**config.mk**
```make
export PLATFORM = sky130hd
export DESIGN_NAME = dso_capture_ctrl
export DESIGN_NICKNAME = d
export VERILOG_FILES = /design/src/rtl/dso_pkg.sv /design/src/rtl/dso_capture_ctrl.sv
export SDC_FILE = /design/constraint.sdc
export NUM_CORES = 1
export LEC_CHECK = 0
export BUFFER_PORTS_ARGS = -buffer_cell sky130_fd_sc_hd__clkbuf_2
export CORE_AREA = 2 2 88 90
export CTS_CLUSTER_SIZE = 30
export DETAILED_ROUTE_END_ITERATION = 6
export DIE_AREA = 0 0 90 92
export GPL_TIMING_DRIVEN = 0
export PLACE_DENSITY = 0.82
export SLEW_MARGIN = 10
export SYNTH_ARGS = -nofsm -noshare
export SYNTH_HDL_FRONTEND = slang
export SYNTH_SLANG_ARGS = --single-unit
```
**constraint.sdc**
```tcl
create_clock -name clk -period 2.35 [get_ports clk]
set_clock_uncertainty 0.1 [all_clocks]
set_input_delay 0.47 -clock clk [delete_from_list [all_inputs] [get_ports clk]]
set_output_delay 0.47 -clock clk [all_outputs]
set_load 0.02 [all_outputs]
```
**src/rtl/dso_pkg.sv**
```systemverilog
// dso_pkg: shared constants, state type and helpers for the DSO capture
// controller.
//   DSO_DEPTH / DSO_AW / DSO_DW : default buffer depth, address width, sample width
//   state_t                     : capture/readout sequencer states
//   pre_fill()                  : number of pre-trigger samples for a given N
package dso_pkg;

  localparam int unsigned DSO_DEPTH = 512;
  localparam int unsigned DSO_AW    = 9;
  localparam int unsigned DSO_DW    = 8;

  typedef enum logic [2:0] {
    ST_IDLE  = 3'd0,
    ST_PRE   = 3'd1,
    ST_ARMED = 3'd2,
    ST_POST  = 3'd3,
    ST_DONE  = 3'd4,
    ST_READ  = 3'd5
  } state_t;

  // Pre-trigger sample count: the buffer holds depth-1-N samples before the
  // trigger sample and N after it.
  function automatic int unsigned pre_fill(input int unsigned depth,
                                           input int unsigned n);
    return depth - 1 - n;
  endfunction

endpackage

```
**src/rtl/dso_capture_ctrl.sv**
```systemverilog
// dso_capture_ctrl: sequences a single-port sample RAM as a circular
// pre/post-trigger capture buffer, then reads it back oldest-to-newest.
// Ports:
//   clk, rst_n          : clock, asynchronous active-low reset
//   arm, trig_pos       : (re)start a capture, post-trigger count N latched on arm
//   smpl_vld, smpl      : ADC sample strobe and data
//   trig                : trigger, honoured only in ARMED together with smpl_vld
//   rd_req              : readout request (one byte per request)
//   rd_vld/rd_data/rd_last : readout byte, one cycle after the request
//   capturing, done     : status (PRE/ARMED/POST, DONE/READ)
//   trig_addr           : RAM address of the trigger sample
//   ram_en/ram_we/ram_addr/ram_wdata/ram_rdata : RAM master interface
module dso_capture_ctrl
  import dso_pkg::*;
#(
  parameter int unsigned DEPTH = 512,
  parameter int unsigned AW    = 9,
  parameter int unsigned DW    = 8
) (
  input  logic          clk,
  input  logic          rst_n,
  input  logic          arm,
  input  logic [AW-1:0] trig_pos,
  input  logic          smpl_vld,
  input  logic [DW-1:0] smpl,
  input  logic          trig,
  input  logic          rd_req,
  output logic          rd_vld,
  output logic [DW-1:0] rd_data,
  output logic          rd_last,
  output logic          capturing,
  output logic          done,
  output logic [AW-1:0] trig_addr,
  output logic          ram_en,
  output logic          ram_we,
  output logic [AW-1:0] ram_addr,
  output logic [DW-1:0] ram_wdata,
  input  logic [DW-1:0] ram_rdata
);

  state_t        state;
  logic [AW-1:0] n_lat;
  logic [AW-1:0] wr_ptr;
  logic [AW-1:0] rd_ptr;
  logic [AW-1:0] pre_cnt;
  logic [AW-1:0] post_cnt;
  logic [AW-1:0] rd_cnt;
  logic [AW-1:0] fill_arm;
  logic [AW-1:0] fill_lat;
  logic [AW-1:0] wr_ptr_inc;
  logic          wr_en;
  logic          rd_en;
  logic          in_capture;
  logic          in_readout;

  assign fill_arm   = AW'(pre_fill(DEPTH, 32'(trig_pos)));
  assign fill_lat   = AW'(pre_fill(DEPTH, 32'(n_lat)));
  assign wr_ptr_inc = wr_ptr + AW'(1);

  assign in_capture = (state == ST_PRE) || (state == ST_ARMED) || (state == ST_POST);
  assign in_readout = (state == ST_DONE) || (state == ST_READ);

  assign capturing = in_capture;
  assign done      = in_readout;
  assign rd_data   = ram_rdata;

  // arm wins over everything: neither the sample nor a read request of the
  // arm cycle touches the RAM.
  always_comb begin
    wr_en     = smpl_vld && !arm && in_capture;
    rd_en     = rd_req && !arm && in_readout;
    ram_en    = wr_en || rd_en;
    ram_we    = wr_en;
    ram_addr  = '0;
    ram_wdata = '0;
    if (wr_en) begin
      ram_addr  = wr_ptr;
      ram_wdata = smpl;
    end else if (rd_en) begin
      ram_addr  = rd_ptr;
    end
  end

  always_ff @(posedge clk or negedge rst_n) begin
    if (!rst_n) begin
      state     <= ST_IDLE;
      n_lat     <= '0;
      wr_ptr    <= '0;
      rd_ptr    <= '0;
      pre_cnt   <= '0;
      post_cnt  <= '0;
      rd_cnt    <= '0;
      trig_addr <= '0;
      rd_vld    <= 1'b0;
      rd_last   <= 1'b0;
    end else begin
      rd_vld  <= rd_en;
      rd_last <= rd_en && (rd_cnt == AW'(DEPTH - 1));

      if (arm) begin
        n_lat   <= trig_pos;
        pre_cnt <= '0;
        state   <= (fill_arm == '0) ? ST_ARMED : ST_PRE;
      end else begin
        unique case (state)
          ST_PRE: begin
            if (smpl_vld) begin
              wr_ptr  <= wr_ptr_inc;
              pre_cnt <= pre_cnt + AW'(1);
              if ((pre_cnt + AW'(1)) == fill_lat) state <= ST_ARMED;
            end
          end
          ST_ARMED: begin
            if (smpl_vld) begin
              wr_ptr <= wr_ptr_inc;
              if (trig) begin
                trig_addr <= wr_ptr;
                post_cnt  <= n_lat;
                if (n_lat == '0) begin
                  // Readout starts at the post-write pointer: the oldest sample.
                  state  <= ST_DONE;
                  rd_ptr <= wr_ptr_inc;
                  rd_cnt <= '0;
                end else begin
                  state <= ST_POST;
                end
              end
            end
          end
          ST_POST: begin
            if (smpl_vld) begin
              wr_ptr   <= wr_ptr_inc;
              post_cnt <= post_cnt - AW'(1);
              if (post_cnt == AW'(1)) begin
                state  <= ST_DONE;
                rd_ptr <= wr_ptr_inc;
                rd_cnt <= '0;
              end
            end
          end
          ST_DONE, ST_READ: begin
            if (rd_req) begin
              rd_ptr <= rd_ptr + AW'(1);
              rd_cnt <= rd_cnt + AW'(1);
              state  <= (rd_cnt == AW'(DEPTH - 1)) ? ST_IDLE : ST_READ;
            end
          end
          default: ;
        endcase
      end
    end
  end

endmodule

```
==> impl_results.md, run 1 <==
- Placed insts: 583
- Multi-input logic area: 2120 µm²
- Post-synthesis register bit count: 68
- Hold_sp: trig_pos[0]
- CTS sink cnt: 68
- GPL Wtd Cong: 0.883
- Pwr/cell area: 866 nW/µm²
- Slew @ Worst Pin: 0.493 ns
- Register Area: 1700 µm²
- Unrepaired setup endpoints after global routing: yes
- Worst path max stage delay: 0.42 ns
- IO Pins: 71
- Htree depth: 3
- Fin. max-slew vios: 0
- F_max: 0.433 GHz
- Post-layout nets: 541
- Critical Setup Path Class: reg -> out
- Post-synth EDFFs: 0
- Port buffer count: 61
- Rel. slew slack: 67.1%
- Clk Latency, worst-skew pair: 0.35 ns
- Design area: 4880 µm²
- Site row count: 32
- Predominant post-synthesis flop cell: dfrtp_1
- Iteration-0 DRC Markers: 152
- Root Buffer: clkbuf_8
- Top Usage Layer GRT: met2
- Layout Area Growth over Synthesis: 21.6%
- Worst R2R Start: rd_cnt[0]$_DFFE_PN0P_
- Mapped Nets: 457
- Starting Density: 53.9%
- Final setup fails: 0
- Netlist cell types: 62
- Pin count of the biggest net entering global routing: 44
- Synthesis Warnings: 0
- Worst Hold Class: in -> reg
- VDD IR max: 0.000707 V
- Min Clock Period, post-route: 2.31 ns
- Global-route wire length before repair: 15900 µm
- CTS Buf Count: 9
- Buf/Inv on CP: 3
- Diode count: 0
- Status: finished clean
- Max FO, Critical Path: 8
- HPWL Detailed: 6630 µm
- Die height: 92 µm
- Longest Clk Path Bufs: 2
- Mapped Cells: 419
- Seq/Total Area, Yosys: 42.4%
- Initial antenna violation count: 0
- Yosys top cell area share: 42.4%
- Vias in the first global route: 3418
- DIE WIDTH: 90 µm
- Synth top cells by count: dfrtp_1, nor2_1, nand2_1
- Fillers: 612
- Mapped Area: 4020 µm²
- Pre-Repair DR Iteration Count: 5
- Crit-path cells: nor2_4 -> nand2_1 -> or2_4 -> inv_8 -> buf_8 -> a22o_1 -> clkbuf_8
- Worst Path Required: 1.78 ns
- Fin. Hold Viols: 0
- Crit path from: state[2]$_DFFE_PN0P_
- Remaining antenna violation count: 0
- Synth area leader: dfrtp_1
- CTS clk-pin slew, worst paths: 0.07 ns
- Die ar.: 8280 µm²
- Fin crit share: 98.3%
- Routed wire length: 9590 µm
- Placed instance area: 4470 µm²
- Maxcap violations: 0
- Top cells by area, synth: dfrtp_1, xnor2_1, nor2_1
- CTS tree: yes
- GR Layer Usage met2: 41.4%
- Core ar.: 7450 µm²
- Vias: 3495
- Layout cells sized above 1: 28.2%
- Delay-heaviest family, CP: simple AND/OR/NAND/NOR gates
- Fin cells: 609
- P_leak: 2.32 nW
- CP Capture Type: output pin
- Met3 layer usage reported by global route: 6.74%
- Vias per cell: 5.74
- DR WL/cell: 15.7 µm
- Slowest CP cell: dfrtp_1
- Synth Area per Inst: 9.59 µm²
- CP arrival: 1.74 ns
- DRC Markers: 0
- Routing usage on met1: 28.1%
- Critical path launch point type: flip-flop
- Overall routing resource usage: 23.6%
- GRT overflow: 0
- Most frequent cell after synthesis: dfrtp_1
- Synth async-reset ratio: 100%
[cells in the final DEF (no fill, tap or decap), types with 4 or more instances in the layout]
master / Yosys / routed
a21oi_1: 19 / 19
a22o_1: 11 / 11
and2_1: 13 / 11
and3_1: 13 / 13
buf_4: 12 / 30
buf_6: 4 / 12
clkbuf_1: 8 / 10
clkbuf_2: 1 / 44
clkbuf_8: 0 / 12
dfrtp_1: 68 / 68
ha_1: 7 / 7
inv_1: 8 / 5
mux2_2: 9 / 9
mux2_4: 9 / 9
nand2_1: 35 / 35
nand3_1: 13 / 13
nand4_1: 4 / 4
nor2_1: 39 / 38
nor2b_1: 4 / 4
nor3_1: 8 / 8
o21ai_0: 20 / 20
o21ai_1: 17 / 17
o22a_1: 7 / 7
or3_1: 4 / 4
xnor2_1: 20 / 20
xor2_1: 11 / 11
[metal layers]
layer	routed length [µm]	up-vias
met5	0	-
met3	581	18
met1	3870	1693
met4	178	0
li1	-	1656
met2	4960	128
[worst min-delay path, delay by kind of cell]
kind / cells / cell delay (ns)
compound gates: 1 / 0.06
buf+inv: 1 / 0.08
simple gates: 1 / 0.05
[worst paths after layout]
kind	endpoint	slack, ns	cells after the start
worst max-delay path	ram_addr[0]	0.04	7
worst min-delay path	n_lat[0]$_DFFE_PN0P_	0.26	3
worst max register to register	state[0]$_DFFE_PN0P_	0.15	9
worst min register to register	rd_cnt[7]$_DFFE_PN0P_	0.37	1
max in group asynchronous	rd_cnt[0]$_DFFE_PN0P_	1.07	3
min in group asynchronous	rd_vld$_DFF_PN0_	0.50	2
[cell type report]
class                      count  area share [%]
sequential                    68            34.8
multi-input combinational    314            43.4
clock inverter                 2           0.205
tap                          102            2.61
inverter                       8           0.871
buffer                        29            4.71
clock buffer                  13            3.25
timing repair buffer          73            10.1
[through the flow]
step                      utilization [%]  setup TNS [ns]  setup slack (ns)  total power [mW]  hold WS [ns]
final                                65.6               0            0.0390              4.23         0.255
after global routing                 65.6          -0.311           -0.0481              4.50         0.270
after CTS                            63.9         -0.0107          -0.00780              4.17         0.245
after detailed placement             60.1          -0.910            -0.118              3.24         0.342
after global placement               59.8          -0.571           -0.0883              3.17         0.352
after floorplan                         -               0             0.112              2.81        0.0744
[flip-flops by register name, summed over array words and instances, names as in the netlist]
name / flops
rd_ptr: 9
rd_vld: 1
wr_ptr: 9
post_cnt: 9
trig_addr: 9
state: 3
pre_cnt: 9
rd_last: 1
rd_cnt: 9
n_lat: 9
[cells by family (layout without fill, tap and decap cells)]
family	after synthesis	in the layout	share of synthesized area, %
flip-flops	68	68	42.4
multiplexers	18	18	5.89
AND/OR/NAND/NOR	152	152	19.9
AO/OA/AOI/OAI	106	106	17.5
adder cells (fa/ha/maj)	7	7	2.18
XOR/XNOR	31	31	6.76
buffers and inverters	37	125	5.48
[report_power, final]
| group | leakage, nW | internal (mW) | switching, mW |
|---|---|---|---|
| clock network | 0.0893 | 0.433 | 0.433 |
| logic | 1.35 | 0.740 | 0.857 |
| registers | 0.885 | 1.44 | 0.329 |
[what timing repair did]
action                                  CTS  global route
resized for setup                        22            42
endpoints found under the setup margin   19            17
setup buffers                             6             3
pin swaps                                 2             3
gates cloned                              0             1
hold buffers                              1             0
hold endpoints to repair                 25             0
(Power assumes the default switching activity.)
==> inputs of run 2 (changes only) <==
--- a/config.mk
+++ b/config.mk
@@ -5,6 +5,7 @@
 export SDC_FILE = /design/constraint.sdc
 export NUM_CORES = 1
 export LEC_CHECK = 0
+export ABC_AREA = 1
 export BUFFER_PORTS_ARGS = -buffer_cell sky130_fd_sc_hd__clkbuf_2
 export CORE_AREA = 2 2 88 90
 export CTS_CLUSTER_SIZE = 30
==> run 2 against run 1 <==
Compared with the run above: the run now ends with setup timing left; non-clock buffer count increased by 24; via count is 18% higher; die area stayed put; sequential share of layout area fell by 2.2 points; clock power is 3.2% higher; clock-buffer cell count is 2 lower; synthesized cell count rose by 31%; utilization up 4.6 points; critical path depth is 3 higher.
==> impl_results.md, run 2 <==
- Multi-input logic area: 2030 µm²
- Worst Path Required: 1.78 ns
- Initial antenna violation count: 0
- Port buffer count: 62
- Synth top cells by count: nand2_1, inv_1, dfrtp_1
- Top cells by area, synth: dfrtp_1, nand2_1, o21ai_0
- GRT overflow: 0
- Htree depth: 3
- Die ar.: 8280 µm²
- Fin. max-slew vios: 0
- HPWL Detailed: 7280 µm
- Pre-Repair DR Iteration Count: 5
- Layout Area Growth over Synthesis: 29.6%
- Site row count: 32
- CTS Buf Count: 9
- CTS clk-pin slew, worst paths: 0.08 ns
- Core ar.: 7450 µm²
- Design area: 5220 µm²
- Root Buffer: clkbuf_8
- Vias in the first global route: 3963
- Final core utilization: 70.1%
- Mapped Nets: 587
- Fin crit share: 114%
- Routed wire length: 11000 µm
- Placed instance area: 4490 µm²
- Layout cells sized above 1: 28.3%
- P_leak: 2.62 nW
- Unrepaired setup endpoints after global routing: yes
- DR WL/cell: 14.2 µm
- Critical Setup Path Class: reg -> out
- VDD IR max: 0.000526 V
- Min Clock Period, post-route: 2.69 ns
- Worst Hold Class: in -> reg
- CTS sink cnt: 68
- Post-synthesis register bit count: 68
- Pin count of the biggest net entering global routing: 42
- Maxcap violations: 0
- Vias per cell: 5.33
- Most frequent cell after synthesis: nand2_1
- Synth Area per Inst: 7.34 µm²
- Vias: 4110
- GPL Wtd Cong: 0.930
- Final setup fails: 13
- Status: complete, but fails checks
- Starting Density: 54.1%
- Post-synth EDFFs: 0
- DRC Markers: 0
- Setup WS pre-CTS: -0.280 ns
- CP Capture Type: output pin
- Iteration-0 DRC Markers: 271
- Clk Latency, worst-skew pair: 0.36 ns
- Fin Hold WS: 0.244 ns
- Yosys top cell area share: 42.2%
- Mapped Area: 4030 µm²
- F_max: 0.372 GHz
- Rel. slew slack: 69.6%
- Mapped Cells: 549
- Die height: 92 µm
- Predominant post-synthesis flop cell: dfrtp_1
- Fillers: 622
- Synth area leader: dfrtp_1
- Failing checks: setup timing
- Max FO, Critical Path: 10
- Setup ws final: -0.337 ns
- Slew @ Worst Pin: 0.455 ns
- CTS tree: yes
- Register Area: 1710 µm²
- DIE WIDTH: 90 µm
- Global-route wire length before repair: 17800 µm
- Remaining antenna violation count: 0
- Synthesis Warnings: 0
- Fin. Hold Viols: 0
- CP arrival: 2.12 ns
- Pwr/cell area: 966 nW/µm²
- Netlist cell types: 32
- Commonest non-fill, non-tap cells in the layout: nand2_1, dfrtp_1, inv_1, buf_4, o21ai_0
- Seq/Total Area, Yosys: 42.2%
- Diode count: 0
- TNS Setup: -3.50 ns
- Critical path launch point type: flip-flop
- Commonest non-fill, non-tap cell in the layout: nand2_1
- Synth async-reset ratio: 100%
- Longest Clk Path Bufs: 2
- Post-layout nets: 702
- Overall routing resource usage: 26.7%
- IO Pins: 71
[run 2: cell count changes in the layout (fill, tap and decap cells not counted), sizes merged, moves of 7 or more]
cell,change
mux2,-18
o21ai,+23
a22o,-9
and3,-13
inv,+68
xnor2,-19
and2,-13
nor2,+23
nand2,+108
nand3,+20
o22a,-7
buf,+26
[run 2: area by class of cell]
type,instances,share of cell area (%)
clock inverters,5,0.719
flip-flops and latches,68,32.7
multi-input cells,382,38.8
plain buffers,20,2.44
repair buffers,106,14.5
well taps,102,2.44
clock buffers,11,2.71
inverters,77,5.68
[run 2: logic make-up after synthesis]
logic type / Yosys count / share of synthesized area (%)
AND/OR/NAND/NOR: 259 / 28.0
buffers and inverters: 99 / 10.6
AO/OA/AOI/OAI: 100 / 13.6
XOR/XNOR: 16 / 3.48
adder cells (fa/ha/maj): 7 / 2.17
flip-flops: 68 / 42.2
[run 2: per-layer routing]
| metal | track usage, % | vias to the layer above | wire [µm] |
|---|---|---|---|
| met5 | 0 | - | 0 |
| met2 | 46.6 | 160 | 5600 |
| met4 | 9.49 | 0 | 209 |
| met3 | 5.42 | 22 | 681 |
| met1 | 33.0 | 1945 | 4480 |
| li1 | - | 1983 | - |
[run 2: power by group]
part | switching (mW) | internal (mW)
registers | 0.298 | 1.49
logic | 1.40 | 0.965
clock network | 0.481 | 0.413
total | 2.18 | 2.87
[run 2: worst paths after layout]
| check | cells past startpoint | slack, ns | start | end |
|---|---|---|---|---|
| setup / recovery | 10 | -0.34 | state[2]$_DFFE_PN0P_ | ram_addr[3] |
| max in group asynchronous | 3 | 1.07 | rst_n | rd_cnt[3]$_DFFE_PN0P_ |
| hold / removal | 3 | 0.24 | trig_pos[1] | n_lat[1]$_DFFE_PN0P_ |
| min in group asynchronous | 2 | 0.51 | rst_n | post_cnt[1]$_DFFE_PN0P_ |
| setup reg to reg | 18 | -0.24 | state[2]$_DFFE_PN0P_ | state[2]$_DFFE_PN0P_ |
| hold reg to reg | 2 | 0.39 | trig_addr[0]$_DFFE_PN0P_ | trig_addr[0]$_DFFE_PN0P_ |
[run 2: per-stage QoR]
step	instances	total power, mW
floorplan	549	3.03
global placement	713	3.47
detailed placement	714	3.54
CTS	762	4.77
global route	771	5.38
finish	771	5.05
[run 2: timing repair]
item,in CTS,in global routing
buffers inserted,32,15
endpoints found under the hold margin,27,0
pin swaps,5,8
gates resized for setup,49,36
endpoints found under the setup margin,19,24
hold buffers,1,0
[run 2: critical path, cell delays in order, from the launching register on]
cell	delay, ns
dfrtp_1	0.44
nand2_2	0.20
nor2_1	0.11
nor2_4	0.13
nand2_2	0.07
nor2_4	0.12
nand2_4	0.07
nor2_4	0.16
inv_6	0.09
o21ai_2	0.18
clkbuf_8	0.18
==> inputs of run 3 (changes only) <==
--- a/config.mk
+++ b/config.mk
@@ -12,7 +12,7 @@
 export DETAILED_ROUTE_END_ITERATION = 6
 export DIE_AREA = 0 0 90 92
 export GPL_TIMING_DRIVEN = 0
-export PLACE_DENSITY = 0.82
+export PLACE_DENSITY = 0.79
 export SLEW_MARGIN = 10
 export SYNTH_ARGS = -nofsm -noshare
 export SYNTH_HDL_FRONTEND = slang
==> run 3 against run 2 <==
Compared with the run above: the run ends with hold timing, setup timing left; wire length fell by 6.4%; critical path depth did not move; flip-flop and latch count did not move; non-clock buffer count fell by 29; die area did not move; via count fell by 2.8%; final area fell by 4.7%; clock-buffer cell count did not move.
==> impl_results.md, run 3 (synthesized netlist as in run 2, its figures left out) <==
- Fin cells: 742
- Pre-Repair DR Iteration Count: 6
- Rel. slew slack: 66.9%
- Worst path max stage delay: 0.48 ns
- Failing checks: hold timing, setup timing
- VDD IR max: 0.000515 V
- Max FO, Critical Path: 10
- GRT overflow: 0
- Pwr/cell area: 955 nW/µm²
- Critical path launch point type: flip-flop
- Buf/Inv on CP: 3
- Pin count of the biggest net entering global routing: 36
- P_leak: 2.50 nW
- Placed instance area: 4490 µm²
- Diode count: 0
- Min Clock Period, post-route: 2.60 ns
- Multi-input logic area: 2010 µm²
- Port buffer count: 62
- Root Buffer: clkbuf_8
- Crit-path cells: nor2_4 -> inv_2 -> nand2_2 -> nand2_1 -> nor2_4 -> nand2_4 -> nor2_4 -> inv_6 -> o21ai_4 -> clkbuf_8
- Longest Clk Path Bufs: 2
- Commonest non-fill, non-tap cell in the layout: nand2_1
- Fillers: 641
- CTS Hold Bufs: 0
- Worst Path Required: 1.78 ns
- Overall routing resource usage: 25.5%
- Fin Hold WS: -0.0183 ns
- Layout Area Growth over Synthesis: 23.5%
- Worst Hold Class: in -> async
- CTS tree: yes
- CP Capture Type: output pin
- Final setup fails: 18
- Clk Latency, worst-skew pair: 0.36 ns
- Register Area: 1700 µm²
- Pwr Total: 4.75 mW
- IO Pins: 71
- Remaining antenna violation count: 0
- HPWL Detailed: 7320 µm
- DR WL/cell: 13.8 µm
- DRC Markers: 0
- Delay-heaviest family, CP: simple AND/OR/NAND/NOR gates
- Fin. max-slew vios: 0
- Design area: 4980 µm²
- Fin crit share: 111%
- Placed insts: 714
- Fin. Hold Viols: 20
- Vias: 3994
- Die ar.: 8280 µm²
- CTS clk-pin slew, worst paths: 0.08 ns
- Crit path from: state[2]$_DFFE_PN0P_
- Initial antenna violation count: 0
- CTS sink cnt: 68
- Routed wire length: 10300 µm
- Commonest non-fill, non-tap cells in the layout: nand2_1, dfrtp_1, inv_1, nor2_1, o21ai_0
- Layout cells sized above 1: 23.1%
- Iteration-0 DRC Markers: 266
- Vias per cell: 5.38
- Most used cell, CP: nor2_4
- Worst R2R Start: pre_cnt[0]$_DFFE_PN0P_
- DIE WIDTH: 90 µm
- Critical Setup Path Class: reg -> out
- Maxcap violations: 0
- Starting Density: 54.1%
- Vias in the first global route: 3731
- Final core utilization: 66.8%
- Slowest CP cell: dfrtp_1
- Core ar.: 7450 µm²
- Unrepaired setup endpoints after global routing: yes
- Global-route wire length before repair: 17100 µm
- CP arrival: 2.03 ns
- Site row count: 32
- F_max: 0.384 GHz
- Setup ws final: -0.254 ns
- Slew @ Worst Pin: 0.496 ns
- GPL Wtd Cong: 0.905
- Htree depth: 3
- CTS Buf Count: 9
- Status: complete, but fails checks
- Die height: 92 µm
- Post-layout nets: 673
==> run 3: changes by cell type in the layout (fill, tap and decap cells not counted), sizes merged <==
cell	change
clkbuf	+8
clkinvlp	-1
buf	-36
dlygate4sd3	-1
bufinv	+1
==> run 3: worst reg2reg max path, cell delays in order, from the launching register on <==
cell      delay [ns]
dfrtp_1         0.44
ha_1            0.27
nand3_1         0.17
o21bai_1        0.21
nand2_1         0.09
nand2_1         0.06
nand3_1         0.07
nor2_1          0.09
nand3_1         0.09
nand2_1         0.13
nand2_1         0.12
nand2_1         0.10
nand2_1         0.06
==> run 3: metal layers <==
metal  share of wire [%]  routed length, µm  GRT usage (%)
met5                   0                  0              0
met4                 2.1                213           11.8
met3                 5.4                558           3.86
met2                  51               5280           43.9
met1                  41               4220           31.7
==> run 3: report_power, final <==
part           switching (mW)  internal, mW
Combinational            1.29         0.728
Clock                   0.475         0.485
Sequential              0.290          1.49
==> run 3: path summary, 6_finish.rpt <==
check                      cells after the start  slack (ns)                  endpoint
min in group clk                               3        0.23      n_lat[2]$_DFFE_PN0P_
setup reg to reg                              12        0.24      state[1]$_DFFE_PN0P_
max in group asynchronous                      2        1.61          rd_vld$_DFF_PN0_
hold reg to reg                                2        0.39  trig_addr[6]$_DFFE_PN0P_
setup / recovery                              10       -0.25               ram_addr[3]
hold / removal                                 1       -0.02   post_cnt[3]$_DFFE_PN0P_
==> run 3: final cells by class <==
cell class | count | share of cell area (%)
multi-input combinational | 382 | 40.3
sequential | 68 | 34.2
timing repair buffer | 76 | 10.6
inverter | 77 | 5.91
buffer | 21 | 2.71
clock buffer | 11 | 2.64
tap | 102 | 2.56
clock inverter | 5 | 1.06
==> run 3: repair_timing <==
item	CTS	global route
hold endpoints to repair	0	0
resized for setup	44	18
endpoints found under the setup margin	20	19
setup buffers	11	2
pin swaps	3	3
==> run 3: per-stage QoR <==
stage | setup WS (ns) | TNS, ns
after floorplan | 0.168 | 0
after global placement | -0.263 | -3.58
after detailed placement | -0.296 | -4.27
after CTS | -0.245 | -2.32
after global routing | -0.348 | -4.21
final | -0.254 | -2.46
